`config.mk`:
```
export PLATFORM = sky130hd
export DESIGN_NAME = spk_in_dispatch
export DESIGN_NICKNAME = d
export VERILOG_FILES = /design/src/rtl/spk_in_dispatch.sv
export SDC_FILE = /design/constraint.sdc
export NUM_CORES = 1
export LEC_CHECK = 0
export ABC_AREA = 0
export CAP_MARGIN = 0
export CORE_ASPECT_RATIO = 1.5
export CORE_MARGIN = 2
export CORE_UTILIZATION = 54
export DETAILED_ROUTE_END_ITERATION = 6
export PLACE_DENSITY_LB_ADDON = 0.12
export SLEW_MARGIN = 30
export SYNTH_ARGS = -nofsm -noshare
export SYNTH_HDL_FRONTEND = slang
export SYNTH_SLANG_ARGS = --single-unit
```
`constraint.sdc`:
```
create_clock -name clk -period 3.4 [get_ports clk]
set_clock_uncertainty 0.15 [all_clocks]
set_input_delay 1.02 -clock clk [delete_from_list [all_inputs] [get_ports clk]]
set_output_delay 1.02 -clock clk [all_outputs]
set_load 0.005 [all_outputs]
```
`src/rtl/spk_in_dispatch.sv`:
```
// Spike-input dispatcher: buffers router flits in a small FIFO and steers each
// head flit to the axon path or config_ctrl, dropping invalid types.
module spk_in_dispatch #(
    parameter int FW    = 59,
    parameter int FTW   = 3,
    parameter int DEPTH = 4,
    parameter int AW    = 2
) (
    input  logic          clk,
    input  logic          rst_n,
    input  logic          router_spk_in_we,
    input  logic [FW-1:0] router_spk_in_wdata,
    output logic          spk_in_router_credit,
    output logic          spk_in_config_we,
    output logic [FW-1:0] spk_in_config_wdata,
    input  logic          config_spk_in_credit,
    output logic          spk_in_axon_we,
    output logic [FW-1:0] spk_in_axon_wdata,
    input  logic          axon_spk_in_full,
    output logic [AW:0]   fifo_count,
    output logic          overflow_err
);
    logic [FW-1:0]  mem [DEPTH];
    logic [AW-1:0]  wr_ptr, rd_ptr;
    logic [AW:0]    count;
    logic           cfg_token;
    logic [FW-1:0]  head;
    logic [FTW-1:0] head_type;
    logic           is_axon, is_cfg;
    logic           full, push, pop, cfg_issue, axon_issue;

    assign head      = mem[rd_ptr];
    assign head_type = head[FW-1:FW-FTW];

    always_comb begin
        is_axon = (head_type == FTW'(0)) || (head_type == FTW'(1)) || (head_type == FTW'(2));
        is_cfg  = (head_type == FTW'(6)) || (head_type == FTW'(7));
    end

    // Full is judged on the registered count, so a same-cycle pop never rescues a push.
    assign full       = (count == (AW+1)'(DEPTH));
    assign push       = router_spk_in_we && !full;
    assign pop        = (count != '0) &&
                        (is_axon ? !axon_spk_in_full : (is_cfg ? cfg_token : 1'b1));
    assign cfg_issue  = pop && is_cfg;
    assign axon_issue = pop && is_axon;
    assign fifo_count = count;

    // Storage needs no reset; occupancy is tracked by the pointers and count.
    always_ff @(posedge clk) begin
        if (push) mem[wr_ptr] <= router_spk_in_wdata;
    end

    always_ff @(posedge clk or negedge rst_n) begin
        if (!rst_n) begin
            wr_ptr       <= '0;
            rd_ptr       <= '0;
            count        <= '0;
            cfg_token    <= 1'b1;
            overflow_err <= 1'b0;
        end else begin
            if (push) wr_ptr <= wr_ptr + AW'(1);
            if (pop)  rd_ptr <= rd_ptr + AW'(1);
            case ({push, pop})
                2'b10:   count <= count + (AW+1)'(1);
                2'b01:   count <= count - (AW+1)'(1);
                default: count <= count;
            endcase
            cfg_token <= (cfg_token && !cfg_issue) || config_spk_in_credit;
            if (router_spk_in_we && full) overflow_err <= 1'b1;
        end
    end

    always_ff @(posedge clk or negedge rst_n) begin
        if (!rst_n) begin
            spk_in_router_credit <= 1'b0;
            spk_in_config_we     <= 1'b0;
            spk_in_axon_we       <= 1'b0;
            spk_in_config_wdata  <= '0;
            spk_in_axon_wdata    <= '0;
        end else begin
            spk_in_router_credit <= pop;
            spk_in_config_we     <= cfg_issue;
            spk_in_axon_we       <= axon_issue;
            if (cfg_issue)  spk_in_config_wdata <= head;
            if (axon_issue) spk_in_axon_wdata   <= head;
        end
    end
endmodule

```
==> metrics, run 1 <==
CP Cell Sequence mux4_2 -> nand2_1 -> o211a_1 -> ha_1 -> inv_1 -> fa_1 -> xor2_1 -> nor2_1 -> xor2_1; slowest stage delay, CP 580 ps; critical path's slowest cell mux4_2; share of layout cells above drive strength 1 23.4%; Rel. slew slack 60.6%; Post-CTS Setup Bufs 0; Max Freq 0.373 GHz; Cells after Synth 610; final core utilization 69.7%; commonest non-fill, non-tap cell in the layout edfxtp_1; DR WL/cell 21.3 um; Antenna Nets Post-Route 0; worst-margin pin slew 591 ps; Hold Fails Final Rpt 0; initial core utilization 55.1%; CTS tree yes; vias 6,396; final WL 25,100 um; largest net degree at the start of global routing 62; Reg-to-Reg Start rd_ptr[0]$_DFFE_PN0N_; die extent in y 197 um; Worst-Skew Late Latency 500 ps; I/O pins 189; RSZ-0062 raised after global routing no; register area share after synthesis 76.8%; root buf cell clkbuf_16; most frequent cells in the layout 236 x edfxtp_1, 187 x clkdlybuf4s50_1, 127 x dfrtp_1, 59 x mux4_2, 58 x mux2_1; Max Cap Viol 0; die area 26,300 um2; # setup viols final 0; # rows 70; worst min path class reg -> reg; Clock Path Buffers 3; total negative slack 0 ps; finished layout cell area 17,000 um2; initial antenna violation count 3; most frequent CP cell xor2_1; DRT Pass-1 Iters 4; Sink Count 366; WS Path Type reg -> reg; Clk pin slew, worst setup/hold paths 60 ps; RR Endpoint fifo_count[2]$_DFFE_PN0P_; Distinct cells, synth 32; worst r2r path cells 9; cts repair resizes 0; routability congestion estimate 0.736; area grow syn2layout 26.5%; first-pass GRT wire length 39,600 um; Avg Inst Size Synth 22.1 um2; VDD IR max 1050 uV; nets 894; Remaining DRCs 0; port bufs 188; DP Area 15,800 um2; H-tree levels 2; Slew Limit Fails 0; status finished clean; total track usage 19.8%; synthesized flop and latch total 366; WP data arrival 2960 ps; leakage dissipation 0.00616 uW; Startpoint Class flip-flop; Synthesized Nets 680; crit-path max FO 7; worst-case hold path end point spk_in_config_wdata[58]$_DFFE_PN0P_; hold path depth 1; drt initial violations 433; total global routing overflow 0; post-route clock period utilization 78.9%; Detailed Place HPWL 16,000 um; TritonCTS buffer count 34; Synth Warn # 0; Crit path required time 3670 ps; synthesized area 13,500 um2; Die W 133 um; Tmin final 2680 ps; R2R Setup Slk 720 ps; Post-CTS Hold Fix Bufs 0; vias per inst 5.44; hold wc startpoint spk_in_config_wdata[58]$_DFFE_PN0P_; vias in the first global route 7,039; PwrDens 954 nW/um2; Pwr Total 16,300 uW; critical path endpoint category flip-flop; Core Area 24,400 um2
[cells in the mapped netlist]
master | number | share of area (%)
a21boi_1 | 1 | 0.056
a211o_1 | 1 | 0.065
dfstp_2 | 1 | 0.20
mux2i_1 | 1 | 0.074
a21o_1 | 1 | 0.056
buf_2 | 9 | 0.33
nor2_1 | 2 | 0.056
and2_1 | 4 | 0.19
o21ai_0 | 1 | 0.037
a21oi_1 | 1 | 0.037
a31o_2 | 1 | 0.065
ha_1 | 5 | 0.46
nand4_1 | 1 | 0.046
mux2_1 | 58 | 4.8
edfxtp_1 | 236 | 53
dfrtp_1 | 129 | 24
buf_8 | 5 | 0.56
xor2_1 | 3 | 0.20
or3_1 | 1 | 0.046
and3_1 | 1 | 0.046
mux4_2 | 59 | 9.9
xnor2_1 | 3 | 0.20
nor2b_1 | 1 | 0.046
inv_1 | 8 | 0.22
o211a_1 | 1 | 0.074
nand2b_1 | 2 | 0.093
o2111ai_1 | 1 | 0.065
buf_6 | 3 | 0.25
clkbuf_1 | 10 | 0.28
nand2_1 | 2 | 0.056
fa_1 | 1 | 0.15
mux2_2 | 57 | 4.8
[state kept, by name (all words and copies together), names as in the netlist]
| name | cells |
|---|---|
| spk_in_axon_we | 1 |
| spk_in_router_credit | 1 |
| spk_in_axon_wdata | 59 |
| wr_ptr | 2 |
| fifo_count | 3 |
| cfg_token | 1 |
| overflow_err | 1 |
| spk_in_config_wdata | 59 |
| rd_ptr | 2 |
| spk_in_config_we | 1 |
| mem | 236 |
[worst max-delay path, delay by kind of cell, from the launching register on]
kind	cells	cell delay, ps
adders and majority gates	2	590
and+or+nand+nor	2	230
AOI/OAI and AO/OA	1	210
DFF	1	480
xor gates and xnor gates	2	310
buffers and inverters	1	70
muxes	1	580
[logic make-up (layout without fill, tap and decap cells)]
| kind of cell | count (synthesis) | count (layout) | share of synthesized area, % |
|---|---|---|---|
| DFF | 366 | 366 | 76.8 |
| muxes | 175 | 175 | 19.6 |
| buffers and inverters | 35 | 275 | 1.64 |
| and+or+nand+nor | 14 | 14 | 0.576 |
| AOI/OAI and AO/OA | 8 | 8 | 0.455 |
| adders and majority gates | 6 | 6 | 0.613 |
| xor gates and xnor gates | 6 | 6 | 0.390 |
| other | 0 | 2 | 0 |
[where the power goes]
group / internal, uW / total, uW / switching [uW]
logic: 3210 / 5480 / 2270
clock network: 2460 / 4020 / 1560
registers: 6200 / 6750 / 554
total: 11900 / 16300 / 4380
[cell type report]
class / instances / area (um2)
flip-flops and latches: 366 / 10300
multi-input cells: 209 / 2920
inverters: 8 / 30.0
diodes: 2 / 5.00
well taps: 324 / 405
clock buffers: 45 / 963
fillers: 1497 / 7400
repair buffers: 205 / 2120
clock inverters: 17 / 243
[stage by stage]
| stage | setup WS [ps] | std cells | hold slack (ps) |
|---|---|---|---|
| 5_1_grt | 607 | 1176 | 348 |
| 2_1_floorplan | 615 | 610 | 309 |
| 3_3_place_gp | 358 | 1112 | 301 |
| 6_report | 717 | 1176 | 328 |
| 3_5_place_dp | 270 | 1112 | 306 |
| 4_1_cts | 706 | 1174 | 325 |
[worst max path at each step]
stage,start,end,slack (ps),cells after the start
floorplan,router_spk_in_we,mem[0][0]$_DFFE_PP_,610,2
global placement,axon_spk_in_full,fifo_count[2]$_DFFE_PN0P_,360,10
detailed placement,axon_spk_in_full,fifo_count[2]$_DFFE_PN0P_,270,10
CTS,rd_ptr[0]$_DFFE_PN0N_,fifo_count[2]$_DFFE_PN0P_,710,9
global route,rd_ptr[0]$_DFFE_PN0N_,fifo_count[2]$_DFFE_PN0P_,610,9
finish,rd_ptr[0]$_DFFE_PN0N_,fifo_count[2]$_DFFE_PN0P_,720,9
[per-layer routing]
layer  vias to the layer above  wire length (um)  GRT usage (%)
met2                       155             13800           35.3
met5                         -                13              0
met4                         2               660           6.49
met1                      3350              9490           24.6
met3                        45              1100           3.41
li1                       2844                 -              -
(Power assumes the default switching activity.)
==> run 2: changes to the inputs <==
Settings changed: CORE_UTILIZATION 54 to 49.
Clock period 3.4 ns to 2.2 ns, I/O delays scaled along.
==> run 2 against run 1 <==
  * The run now ends with setup timing left
  * Hold slack got worse by 13 ps
  * Combinational power rose by 110%
  * Non-clock buffer count rose by 81
  * Via count rose by 8.5%
  * Wire length rose by 22%
==> metrics, run 2 (same netlist as run 1, synthesis figures left out) <==
status finished with violations; failing checks setup timing; Reg-to-Reg Start rd_ptr[0]$_DFFE_PN0N_; Clk pin slew, worst setup/hold paths 60 ps (about the same); setup ws final -390 ps (-1110 ps); Max Cap Viol 0 (unchanged); post-route clock period utilization 118% (+39 points); worst min path class reg -> reg; Regs by FF count mem: 236 flops, spk_in_axon_wdata: 59 flops, spk_in_config_wdata: 59 flops; Min Hold Slack 315 ps (-13.3 ps); Non-Filler Instances 1,277 (+8.6%); area grow syn2layout 36.5%; port bufs 188 (unchanged); largest net degree at the start of global routing 67 (+8.1%); share of layout cells above drive strength 1 35.4% (+12 points); initial core utilization 49.7% (-5.5 points); Sw Share 28.4% (+1.4 points); routability congestion estimate 0.731 (-0.64%); DRT Pass-1 Iters 4 (unchanged); Die W 139 um (+4.8%); I/O pins 189 (unchanged); Rel. slew slack 66.0% (+5.4 points); VDD IR max 1010 uV (-3.7%); # rows 74 (+5.7%); Antenna Nets Post-Route 0 (unchanged); Max Freq 0.386 GHz (+3.6%); CTS tree yes; vias 6,940 (+8.5%); Slew Limit Fails 0 (unchanged); RSZ-0062 raised after global routing yes; Hold Fails Final Rpt 0 (unchanged); Pwr Total 27,900 uW (+72%); WS Path Type reg -> reg; Worst-Skew Late Latency 510 ps (about the same); area of the multi-input gates 3160 um2 (+8.0%); Startpoint Class flip-flop; post-placement cell count 1,148 (+3.2%); WP data arrival 2830 ps (-130 ps); initial antenna violation count 5 (+2); total global routing overflow 0 (unchanged); Clock Path Buffers 3 (unchanged); sequential cell area 10,300 um2 (about the same); finished layout cell area 18,400 um2 (+7.9%); Net Switching 7910 uW (+81%); Worst Setup SP rd_ptr[0]$_DFFE_PN0N_; root buf cell clkbuf_16; total track usage 21.5% (+1.8 points); most frequent cells in the layout 236 x edfxtp_1, 127 x dfrtp_1, 73 x clkdlybuf4s50_1, 63 x dlygate4sd2_1, 59 x mux4_2; H-tree levels 2 (unchanged); commonest non-fill, non-tap cell in the layout edfxtp_1; final core utilization 67.8% (-2.0 points); critical path endpoint category flip-flop; fillers 1,788 (+19%); hold wc startpoint spk_in_config_wdata[57]$_DFFE_PN0P_; nets 976 (+9.2%); DP Area 16,100 um2 (+1.8%); max reg flops 236 (unchanged); drt initial violations 315 (-27%); die area 28,900 um2 (+9.9%); leakage dissipation 0.00745 uW (+21%); vias per inst 5.43 (about the same); final WL 30,700 um (+22%); die extent in y 207 um (+4.9%); Remaining DRCs 0 (unchanged); Detailed Place HPWL 17,800 um (+11%); PwrDens 1520 nW/um2 (+59%); Tmin final 2590 ps (-93.4 ps); combinational power share 41.9% (+8.2 points); worst-margin pin slew 510 ps (-80.3 ps); Cell Int Power 20,000 uW (+68%); # setup viols final 125 (+125); DR WL/cell 24.1 um (+13%); Sink Count 366 (unchanged); first-pass GRT wire length 46,700 um (+18%); TritonCTS buffer count 35 (+2.9%); Core Area 27,100 um2 (+11%); Crit path required time 2440 ps (-1230 ps); crit-path max FO 5 (-2); Clock power frac 20.6% (-4.1 points); Largest Register mem; vias in the first global route 7,665 (+8.9%); Flop pwr share 37.4% (-4.1 points)
run 2: what timing repair did:
item                                    4_1_cts  5_1_grt
gates resized for setup                     135       67
endpoints found under the setup margin      172      180
pin swaps                                     2        3
buffers inserted                             30       23
endpoints found under the hold margin        28        0
cloned                                       13        3
hold buffers                                  1        0
run 2: layout make-up:
type                            instances  area share, %
Sequential cell                       366           56.3
Timing Repair Buffer                  286           18.0
Multi-Input combinational cell        209           17.2
Clock buffer                           50           5.41
Tap cell                              342           2.33
Clock inverter                         13          0.592
Inverter                                8          0.163
Antenna cell                            3         0.0408
run 2: final timing paths:
| check | end | slack (ps) | cells past startpoint |
|---|---|---|---|
| min in group asynchronous | spk_in_axon_wdata[15]$_DFFE_PN0P_ | 450 | 2 |
| hold / removal | spk_in_config_wdata[57]$_DFFE_PN0P_ | 320 | 1 |
| setup / recovery | fifo_count[2]$_DFFE_PN0P_ | -390 | 9 |
| setup reg to reg | fifo_count[2]$_DFFE_PN0P_ | -390 | 9 |
| max in group asynchronous | spk_in_config_wdata[48]$_DFFE_PN0P_ | 790 | 3 |
| hold reg to reg | spk_in_config_wdata[57]$_DFFE_PN0P_ | 320 | 1 |
run 2: stage by stage:
step / setup WS (ps) / TNS, ps
after floorplan: -242 / -43290
after global placement: -400 / -67370
after detailed placement: -479 / -77170
after CTS: -352 / -28150
after global routing: -485 / -40600
final: -390 / -33740
run 2: critical path: stages, from the launching register on:
cell	delay [ps]
dfrtp_4	460
mux4_2	590
a211o_1	330
o211a_1	160
ha_4	180
inv_2	50
fa_2	180
xor2_1	150
nor2_1	80
xor2_1	150
run 2: metal layers:
layer / wire (um) / vias up / global-route usage [%]
met3: 1580 / 70 / 4.42
met5: 28 / - / 0
met1: 11300 / 3658 / 25.5
met2: 16600 / 212 / 38.9
li1: - / 2996 / -
met4: 1160 / 4 / 7.38
run 2: power by group through the flow:
stage | logic, uW | clock network [uW] | registers [uW]
6_report | 11700 | 5760 | 10400
5_1_grt | 12400 | 6180 | 10600
4_1_cts | 11400 | 5890 | 10500
3_5_place_dp | 9140 | 0 | 10600
3_3_place_gp | 8800 | 0 | 10400
2_1_floorplan | 4730 | 0 | 10500
